[src/rtl/controller_fsm.sv]
// Instruction-sequencing controller: latches an IIIXXXYYY word and walks it through T0..T3.
// Optional feature macro: CONTROLLER_FSM_MVACC_EN (opcode 100 becomes mvacc Rx; otherwise NOP).
module controller_fsm (
    input  logic       clock,
    input  logic       reset,
    input  logic       run,
    input  logic [8:0] din,
    output logic [3:0] bus_sel,
    output logic [7:0] r_in,
    output logic       a_in,
    output logic       g_in,
    output logic       addsub,
    output logic       ir_in,
    output logic       done,
    output logic [1:0] step
);

    localparam logic [1:0] T0 = 2'd0;
    localparam logic [1:0] T1 = 2'd1;
    localparam logic [1:0] T2 = 2'd2;
    localparam logic [1:0] T3 = 2'd3;

    localparam logic [2:0] OP_MV    = 3'b000;
    localparam logic [2:0] OP_MVI   = 3'b001;
    localparam logic [2:0] OP_ADD   = 3'b010;
    localparam logic [2:0] OP_SUB   = 3'b011;
`ifdef CONTROLLER_FSM_MVACC_EN
    localparam logic [2:0] OP_MVACC = 3'b100;
`endif

    localparam logic [3:0] SEL_G      = 4'd8;
    localparam logic [3:0] SEL_A      = 4'd9;
    localparam logic [3:0] SEL_EXTERN = 4'd10;
    localparam logic [3:0] SEL_NONE   = 4'd15;

    logic [8:0] ir;
    logic [1:0] step_nxt;
    logic [2:0] opcode;
    logic [2:0] rx;
    logic [2:0] ry;
    logic [7:0] rx_onehot;

    assign opcode    = ir[8:6];
    assign rx        = ir[5:3];
    assign ry        = ir[2:0];
    assign rx_onehot = 8'h01 << rx;

    always_comb begin
        bus_sel  = SEL_NONE;
        r_in     = 8'h00;
        a_in     = 1'b0;
        g_in     = 1'b0;
        addsub   = 1'b0;
        ir_in    = 1'b0;
        done     = 1'b0;
        step_nxt = step;
        case (step)
            T0: begin
                ir_in = run;
                if (run) begin
                    step_nxt = T1;
                end
            end
            T1: begin
                case (opcode)
                    OP_MV: begin
                        bus_sel  = {1'b0, ry};
                        r_in     = rx_onehot;
                        done     = 1'b1;
                        step_nxt = T0;
                    end
                    OP_MVI: begin
                        bus_sel  = SEL_EXTERN;
                        r_in     = rx_onehot;
                        done     = 1'b1;
                        step_nxt = T0;
                    end
                    OP_ADD, OP_SUB: begin
                        bus_sel  = {1'b0, rx};
                        a_in     = 1'b1;
                        step_nxt = T2;
                    end
`ifdef CONTROLLER_FSM_MVACC_EN
                    OP_MVACC: begin
                        bus_sel  = SEL_A;
                        r_in     = rx_onehot;
                        done     = 1'b1;
                        step_nxt = T0;
                    end
`endif
                    default: begin
                        // Undefined opcodes retire as a one-step NOP.
                        done     = 1'b1;
                        step_nxt = T0;
                    end
                endcase
            end
            T2: begin
                // Only add/sub reach T2, so opcode[0] distinguishes them.
                bus_sel  = {1'b0, ry};
                g_in     = 1'b1;
                addsub   = (opcode == OP_SUB);
                step_nxt = T3;
            end
            T3: begin
                bus_sel  = SEL_G;
                r_in     = rx_onehot;
                done     = 1'b1;
                step_nxt = T0;
            end
            default: begin
                step_nxt = T0;
            end
        endcase
    end

    // State and instruction register; IR only loads on an accepted start in T0.
    always_ff @(posedge clock) begin
        if (reset) begin
            step <= T0;
            ir   <= 9'h000;
        end else begin
            step <= step_nxt;
            if (step == T0 && run) begin
                ir <= din;
            end
        end
    end

endmodule

[config.mk]
export PLATFORM = sky130hd
export DESIGN_NAME = controller_fsm
export DESIGN_NICKNAME = d
export VERILOG_FILES = /design/src/rtl/controller_fsm.sv
export SDC_FILE = /design/constraint.sdc
export NUM_CORES = 1
export LEC_CHECK = 0
export ABC_AREA = 1
export CAP_MARGIN = 20
export CORE_ASPECT_RATIO = 0.9
export CORE_MARGIN = 4
export CORE_UTILIZATION = 35
export DETAILED_ROUTE_END_ITERATION = 6
export GPL_TIMING_DRIVEN = 0
export HOLD_SLACK_MARGIN = 0.08
export MAX_ROUTING_LAYER = met4
export PLACE_DENSITY = 0.71
export SLEW_MARGIN = 40
export SYNTH_ARGS = -nofsm -noshare
export SYNTH_HDL_FRONTEND = slang
export SYNTH_SLANG_ARGS = --single-unit
[constraint.sdc]
create_clock -name clock -period 1 [get_ports clock]
set_input_delay 0.2 -clock clock [delete_from_list [all_inputs] [get_ports clock]]
set_output_delay 0.2 -clock clock [all_outputs]
set_load 0.02 [all_outputs]
## After elaboration in Yosys (flattened, before gate mapping)

Index checks and enable logic that the tools add are counted.

| operators by class | value |
|---|---|
| bitwise operators | 0 |
| order comparisons | 0 |
| reduce and logical (&&, ||, !) cells | 5 |
| multiplexer cells | 14 |
| multipliers | 0 |
| equality and inequality tests | 7 |
| shifts and indexed selects | 1 |
| $add $sub $neg | 0 |
| div/mod/pow operators | 0 |

Operators by type and width:

| kind | count |
|---|---|
| case mux 4 bit (3 select lines) | 2 |
| case mux 8 bit (2 select lines) | 1 |
| two-way mux 8 bit | 1 |
| case mux 2 bit (4 select lines) | 1 |
| << shifter 1 x 3 -> 8 bit, first input constant | 1 |
| equality test 3 x 2 -> 1 bit, second input constant | 2 |
| two-way mux 1 bit | 6 |
| equality test 2 bit, second input constant | 2 |
| two-way mux 2 bit | 2 |
| OR reduction 2 bit | 2 |
| equality test 3 x 1 -> 1 bit, second input constant | 1 |
| logical NOT 3 bit | 1 |
| equality test 2 x 1 -> 1 bit, second input constant | 1 |
| logical NOT 2 bit | 1 |
| != test 2 bit, second input constant | 1 |
| case mux 1 bit (2 select lines) | 1 |
| logical AND 1 bit | 1 |

| word-level totals | value |
|---|---|
| bits in latches | 0 |
| output and inout bits | 19 |
| register bits | 11 |
| ROM bits | 0 |
| memories | 0 |
| logic and storage cells | 29 |
| bits in writable memories | 0 |

## Depth between registers and ports, before layout

| logic depth | value |
|---|---|
| word-level depth | 4 |
| depth in mapped cells | 5 |

## Least setup slack after synthesis

OpenSTA, ideal clock, no wires.

| timing path | value |
|---|---|
| kind | register to output |
| start | register (tool-made name) |
| end | output port addsub |
| buffers on the path | 0 |
| cell stages (with the launch flop) | 5 |
| arrival time | 1239 ps |
| path slack | -439 ps |
| path through | dfxtp_1 > inv_4 > nor2_4 > inv_2 > nor2_1 |

RTL lines:

| item | line | source |
|---|---|---|
| end, declared | 12 | `output logic addsub,` |

## Worst setup path in the final report

| timing path | value |
|---|---|
| start | register ir[8] |
| end | output port r_in[2] |

| on the way | value |
|---|---|
| cells in the longest elaborated chain, start to end | 4 |

RTL lines:

| item | line | source |
|---|---|---|
| start, declared | 36 | `logic [8:0] ir;` |
| start signal, assigned | 125 | `ir <= din;` |
| equality test 3 x 1 -> 1 bit / logical NOT 3 bit (equally long branches) | 65 | `case (opcode)` |
| OR reduction 2 bit (no source line) * | -- |  |
| two-way mux 8 bit * | 65 |  |
| case mux 8 bit (2 select lines) * | 57 | `case (step)` |
| end, declared | 9 | `output logic [7:0] r_in,` |

Every way passes the cells marked *; elsewhere a longest branch is shown, timed or not.

==> metrics <==
Worst-Skew Late Latency=0.27 ns; violated checks=negative setup slack; area share of the largest cell type after synthesis=31.0%; maximum number of pins on one net before global-route repair=11; Synth area leader=dfxtp_1; syn nets=129; root buffer selected by CTS=clkbuf_4; worst hold margin=0.272 ns; Die ar.=0.00282 mm2; maximum clock rate=674 MHz; GRT overflow=0; worst endpoint required time=0.80 ns; syn_area_per_cell=6.07 um2; DP Wirelength=1520 um; power per cell area=977 mW/mm2; clk sink count=11; drt pass-1 iters=4; reg-to-reg startpoint=step[0]; n_diodes=0; dpl cells=171; Yosys cell types=20; Async SR Flop Fraction=0%; status=finished, violations left; DR iter-0 viols=35; Port Buffers=29; share of layout cells above drive strength 1=57.4%; CP startpoint kind=flop; drc violations=0; setup slack after layout=-0.483 ns; Top Ports=31; maximum VDD drop=0.866 mV; crit-path max FO=5; first-pass GRT wire length=4150 um; Layout fillers=130; Ys Warns=0; Reg2Reg Depth=6; Clock Path Buffers=2; clk slew on worst S/H paths=0.07 ns; top cells by count, synth=nor2_1, nand2_1, inv_1; Post-Route WL=2870 um; sequential area share after synthesis=31.0%; RSZ-0062 raised after global routing=yes; Setup crit end=r_in[2]; Worst Setup End Kind=output pin; worst slew pin tran=0.250 ns; Initial Utilization=37.1%; launch point of the worst path=ir[8]; Die Span Y=50.8 um; CTS tree=done; CTS buffer count=3; Tmin final=1.48 ns; Hold Path Class=in -> reg; Post-synth EDFFs=0; most common cell in the netlist=nor2_1; Worst Setup Path Type=reg -> out; largest cells by area after synthesis=dfxtp_1, nor2_1, nand3_1; vias after detailed routing=972; chip width=55.5 um; Cells after Synth=117; initial antenna violation count=0; number of global-route vias before repair=889; synth-to-layout area growth=111%; register bit count reported by yosys=11; final setup fails=28; MaxCap Viol Count=0; fin nets=182; Max-slew headroom=83.2%; final hold vios=0; FF-to-FF setup slack=-0.22 ns; synthesized area=711 um2; R2R Path End=ir[5]; leakage=0.669 nW; GRT Util Overall=19.3%; Placeable Area=0.00191 mm2; gpl congestion=0.823; Primary FF master, synth=dfxtp_1; Critical Path AT=1.28 ns; fin. max-slew vios=0; via/cell ratio=5.01; hold buffer count at CTS=0; fin cells=194; Tcrit/Tclk final=148%; drt wl/cell=14.8 um; Worst Skew=0.00524 ns; post-route ant nets=0; row count=15; H-tree depth=1
==> metrics by stage <==
stage                     total power, mW  util [%]  TNS, ns  cell area, um2  setup slack, ns
after CTS                            1.37      71.6    -7.88            1370           -0.459
final                                1.47      78.4    -9.18            1500           -0.483
after global placement              0.949      60.5   -13.65            1160           -0.726
after floorplan                     0.807         -    -2.38             836           -0.144
after global routing                 1.54      78.4   -10.38            1500           -0.517
after detailed placement            0.956      60.5   -13.90            1160           -0.756
==> worst max-delay path, cell delays in order (launching register included) <==
cell     delay, ns
dfxtp_4       0.38
o21ai_4       0.20
buf_6         0.14
nand2_8       0.07
nor2_4        0.09
buf_6         0.12
==> layout by cell type, fill, tap and decap left out, types with 2 or more instances in the layout <==
cell type,count
nand2_1,14
dfxtp_1,5
a21oi_2,5
nor2_4,16
clkbuf_4,3
nor2_2,2
nand3_1,9
clkdlybuf4s50_1,10
buf_6,25
nand3_2,6
inv_2,6
nand2_2,4
inv_1,12
buf_4,11
dfxtp_4,5
nor2_1,18
==> kinds of logic (layout without fill, tap and decap cells) <==
| kind of cell | after synthesis | count (layout) | synth area share [%] |
|---|---|---|---|
| DFF | 11 | 11 | 31.0 |
| buffers and inverters | 24 | 75 | 14.6 |
| and+or+nand+nor | 72 | 73 | 45.8 |
| AOI/OAI and AO/OA | 10 | 10 | 8.63 |
==> sequential cells by signal (all words and copies together), names as in the netlist, named ones only <==
name / flops
ir: 9
step: 1
==> final cells by class <==
cell class | count | area (um2) | share of cell area, %
Buffer | 2 | 27.5 | 1.83
Clock buffer | 4 | 26.3 | 1.75
Inverter | 22 | 97.6 | 6.50
Multi-Input combinational cell | 83 | 602 | 40.1
Sequential cell | 11 | 240 | 16.0
Tap cell | 25 | 31.3 | 2.08
Timing Repair Buffer | 47 | 477 | 31.7
==> report_power, final <==
part,internal (mW),total [mW],switching (mW),leakage (nW)
clock network,0.155,0.309,0.154,0.0150
registers,0.473,0.536,0.0634,0.0947
logic,0.291,0.622,0.331,0.559
total,0.919,1.47,0.548,0.669
==> routing by layer <==
layer  part of all wire, %  GRT usage [%]  vias to the layer above
met5                     0              -                        -
met4                   3.5           10.1                        0
met3                   5.3           2.06                       11
met2                    53           34.3                       36
met1                    38           21.5                      457
li1                      -              -                      468
==> repair_timing <==
item / CTS / global route
gates resized for setup: 140 / 24
gates cloned: 2 / 0
endpoints found under the setup margin: 29 / 29
setup buffers: 11 / 9
pin swaps: 13 / 16
==> how the worst min path moves through the flow <==
stage / slack [ns] / startpoint / to / depth (start not counted)
detailed placement: 0.49 / ir[0] / ir[0] / 2
finish: 0.27 / run / step[0] / 3
floorplan: 0.25 / reset / flop / 1
CTS: 0.26 / run / step[0] / 3
global route: 0.31 / run / step[0] / 3
global placement: 0.48 / ir[0] / ir[0] / 2
Power figures use the tool's default switching activity.
==> edit 1: new RTL, same settings <==
Register the inputs `run` and `din` before use, cleared by the reset. The logic sees them one clock later.
--- a/src/rtl/controller_fsm.sv
+++ b/src/rtl/controller_fsm.sv
@@ -33,6 +33,19 @@
     localparam logic [3:0] SEL_EXTERN = 4'd10;
     localparam logic [3:0] SEL_NONE   = 4'd15;
 
+    logic run_q;
+    logic [8:0] din_q;
+
+    always_ff @(posedge clock) begin
+        if (reset) begin
+            run_q <= '0;
+            din_q <= '0;
+        end else begin
+            run_q <= run;
+            din_q <= din;
+        end
+    end
+
     logic [8:0] ir;
     logic [1:0] step_nxt;
     logic [2:0] opcode;
@@ -56,8 +69,8 @@
         step_nxt = step;
         case (step)
             T0: begin
-                ir_in = run;
-                if (run) begin
+                ir_in = run_q;
+                if (run_q) begin
                     step_nxt = T1;
                 end
             end
@@ -121,8 +134,8 @@
             ir   <= 9'h000;
         end else begin
             step <= step_nxt;
-            if (step == T0 && run) begin
-                ir <= din;
+            if (step == T0 && run_q) begin
+                ir <= din_q;
             end
         end
     end
Behaviour: not the same (a bounded check fails within 4 cycles, from zero or initial values and one cycle with reset high).
==> edit 1 against the unedited design <==
- the run still ends with negative setup slack left
- sequential cell count rose by 10
- design area rose by 18%
- wire length fell by 12%
- worst setup slack got worse by 0.033 ns
- worst hold slack improved by 0.13 ns
- die area rose by 32%
- synthesized area rose by 38%
- power rose by 21%
==> edit 1: results (changes against the unedited design) <==
Vias 1013 (+4.2%); failing checks negative setup slack; WHS 0.3974 ns (+0.1252 ns); Starting DRT DRC Count 40 (+14%); clock latency at the later pin of the worst-skew pair 0.30 ns (+0.03 ns); met2 global-route usage 25.89% (-8.4 points); Setup crit end r_in[6]; Setup crit start ir[7]; Worst Setup Slack, final -0.5154 ns (-0.03262 ns); vias per cell 4.563 (-8.9%); outcome complete, but fails checks; biggest regs din_q (9), ir (9); postcts setup bufs 5 (-6); vias in the first global route 969 (+9.0%); Reg clk slew, reported paths 0.11 ns (+0.04 ns); setup TNS -9.487 ns (-0.3039 ns); Hold Startpoint din[8]; most instantiated cells after synthesis 45 x nor2_1, 28 x inv_1, 21 x dfxtp_1, 20 x nand2_1, 13 x nand3_1; R2R Path End ir[7]; top cells by area, synth dfxtp_1 43%, nor2_1 17%, inv_1 11%, nand2_1 7.7%, nand3_1 6.6%; # port buffers 30 (+3.4%); Worst Hold Path EP din_q[8]; GRT Util Overall 14.09% (-5.2 points); endpoints failing setup 29 (+3.6%); placed insts 206 (+20%)
==> edit 1: critical path: cells and delay by family (launching register included) <==
family                 cells  cell delay [ns]
DFF                        1             0.38
and+or+nand+nor            2             0.30
buffers and inverters      1             0.12
AOI/OAI and AO/OA          1             0.22
==> edit 1: metal layers <==
metal	routed length, microns	up-vias
met4	40	0
met2	1354	25
met3	117	6
met1	1009	443
met5	0	-
li1	-	539
==> edit 1: final cells by class <==
type	count	area, sq um	area share (%)
Tap cell	28	35.03	1.980
Multi-Input combinational cell	94	686.9	38.83
Sequential cell	21	437.9	24.75
Clock buffer	3	22.52	1.273
Buffer	3	36.28	2.051
Inverter	31	131.4	7.426
Timing Repair Buffer	41	414.1	23.41
Clock inverter	1	5.005	0.2829
==> edit 1: power groups by stage <==
stage               combinational [W]  sequential, W  clock (W)
floorplan                    0.000249       0.000942          0
global placement             0.000359       0.000948          0
detailed placement           0.000368       0.000949          0
CTS                          0.000411       0.000929   0.000411
global route                 0.000489       0.000941   0.000451
finish                       0.000448       0.000932   0.000393
==> edit 2: new RTL, same flow settings <==
Made on the original files. The option `CONTROLLER_FSM_MVACC_EN` is turned on by a define.
--- a/src/rtl/controller_fsm.sv
+++ b/src/rtl/controller_fsm.sv
@@ -1,5 +1,7 @@
 // Instruction-sequencing controller: latches an IIIXXXYYY word and walks it through T0..T3.
 // Optional feature macro: CONTROLLER_FSM_MVACC_EN (opcode 100 becomes mvacc Rx; otherwise NOP).
+`define CONTROLLER_FSM_MVACC_EN
+
 module controller_fsm (
     input  logic       clock,
     input  logic       reset,
Behaviour: not the same (a bounded check fails within 4 cycles, from zero or initial values and one cycle with reset high).
==> edit 2 against the unedited design <==
- the run still ends with negative setup slack left
- sequential cell count unchanged
- non-clock buffer count up 4
- design area is 13% higher
- synthesized area increased by 15%
- register-to-register slack better by 0.02 ns
- worst setup slack worse by 0.033 ns
- wire length is 9.3% higher
- power rose by 4.5%
- critical path type unchanged
- largest power group unchanged
==> edit 2: results (changes against the unedited design) <==
CTS max path bufs 2 (unchanged); syn nets 154 (+19%); placed insts 198 (+16%); Detailed Routing Iterations Pass 1 4 (unchanged); GRT Util Overall 19.21% (-0.12 points); endpoints failing setup 27 (-3.6%); Worst Setup Slack, final -0.5155 ns (-0.03267 ns); Ys Warns 0 (unchanged); post-synthesis sequential area ratio 26.99% (-4.0 points); reg2reg setup slack -0.20 ns (+0.02 ns); failing checks negative setup slack; Peak Freq 0.6599 GHz (-2.2%); share of layout cells above drive strength 1 62.81% (+5.4 points); largest net degree at the start of global routing 11 (unchanged); # port buffers 29 (unchanged); vias in the first global route 1093 (+23%); Reg clk slew, reported paths 0.07 ns (about the same); GP Congestion 0.7496 (-8.9%); DRC Markers 0 (unchanged); max_slew headroom 84.47% (+1.3 points); top cells by area, synth dfxtp_1 27%, nand2_1 21%, nor2_1 16%, nand3b_1 8.3%, nand3_1 8.0%; Max Slew Vio Count 0 (unchanged); outcome complete, but fails checks; biggest regs ir (9), step (1); Syn Area/Cell 5.745 sq um (-5.4%); Post-DP HPWL 1674 microns (+10%); initial antenna violation count 0 (unchanged); CTS H-tree depth 1 (unchanged); number of antenna diodes 0 (unchanged); Setup crit end r_in[2]; worst-path fanout max 6 (+1); Root Buffer clkbuf_4; critical path arrival 1.32 ns (+0.04 ns); R2R Path End ir[7]; ys async rst share 0% (unchanged); top_reg_cell synth dfxtp_1; cts bufs inserted 3 (unchanged); Setup crit start ir[8]; synth unique cells 18 (-10%); clock latency at the later pin of the worst-skew pair 0.27 ns (about the same); hold crit path type in2reg; Cell Int Power 0.0009563 W (+4.1%); global-route wire length before repair 4657 microns (+12%); Non-Filler Instances 226 (+16%); vias per cell 4.951 (-1.2%); drt total wl 3136 microns (+9.3%); Starting DRT DRC Count 33 (-5.7%); Nets 212 (+16%); most instantiated cells after synthesis 46 x nand2_1, 35 x nor2_1, 13 x nand3_1, 11 x dfxtp_1; FF-to-FF path depth 6 (unchanged); Clock Skew 0.003279 ns (-0.001966 ns); Lkg Pwr 0.7572 nW (+13%); Peak VDD IR 0.7841 mV (-9.4%)
-- edit 2: cell types whose count changed after synthesis, sizes merged --
cell,change
a21oi,-3
a31oi,-1
inv,-6
nand2,+27
nand3,-3
nand3b,+9
nor2,+2
-- edit 2: final cells by class --
type | instances | area [sq um]
inverter | 16 | 86.33
clock buffer | 4 | 26.28
sequential | 11 | 245.2
multi-input combinational | 114 | 763.2
fill | 151 | 499.2
tap | 27 | 33.78
timing repair buffer | 51 | 511.7
buffer | 2 | 27.53
timing repair inverter | 1 | 8.758
-- edit 2: repair_timing --
action                     CTS  global route
buffers inserted            14             8
hold endpoints to repair     0             0
resized for setup          147            37
pin swaps                   11            14
cloned                       3             0
setup endpoints to repair   29            30
-- edit 2: power by group through the flow --
stage / clock network, W / logic [W] / registers [W]
finish: 0.000300 / 0.000693 / 0.000539
global route: 0.000327 / 0.000744 / 0.000544
CTS: 0.000305 / 0.000560 / 0.000534
detailed placement: 0 / 0.000440 / 0.000538
global placement: 0 / 0.000435 / 0.000536
floorplan: 0 / 0.000293 / 0.000529
-- edit 2: cell families (layout without fill, tap and decap cells) --
group,Yosys count,in the layout,share of synthesized area [%]
and+or+nand+nor,107,108,58.44
buffers and inverters,18,74,9.662
AOI/OAI and AO/OA,6,6,4.908
DFF,11,11,26.99
-- edit 2: how the worst min path moves through the flow --
| stage | startpoint | end | slack [ns] | cells past startpoint |
|---|---|---|---|---|
| 5_1_grt | run | step[0] | 0.28 | 3 |
| 2_1_floorplan | reset | flop | 0.25 | 1 |
| 4_1_cts | run | step[0] | 0.27 | 3 |
| 6_report | run | step[0] | 0.28 | 3 |
| 3_5_place_dp | ir[0] | ir[0] | 0.49 | 2 |
| 3_3_place_gp | ir[0] | ir[0] | 0.47 | 2 |
-- edit 2: through the flow --
stage / setup TNS (ns) / total power, W / worst slack (ns) / instance area (sq um) / util (%)
detailed placement: -13.53 / 0.0009773 / -0.7053 / 1251 / 56.82
finish: -8.839 / 0.001532 / -0.5155 / 1703 / 77.33
CTS: -7.674 / 0.001400 / -0.4334 / 1536 / 69.77
global placement: -13.41 / 0.0009705 / -0.6893 / 1251 / 56.82
global route: -10.29 / 0.001615 / -0.5748 / 1703 / 77.33
floorplan: -1.829 / 0.0008225 / -0.09689 / 927.1 / -
-- edit 2: layer usage --
| metal | global-route usage [%] | share of wire (%) | vias to the layer above |
|---|---|---|---|
| met4 | 7.170 | 3.0 | 0 |
| met5 | - | 0 | - |
| met1 | 22.43 | 45 | 513 |
| li1 | - | - | 560 |
| met3 | 1.679 | 3.9 | 10 |
| met2 | 34.38 | 48 | 36 |
-- edit 2: critical path, stage by stage, from the launching register on --
cell,delay (ns)
dfxtp_4,0.38
a21oi_4,0.21
buf_4,0.15
nand3_1,0.10
nand2_2,0.09
buf_6,0.11
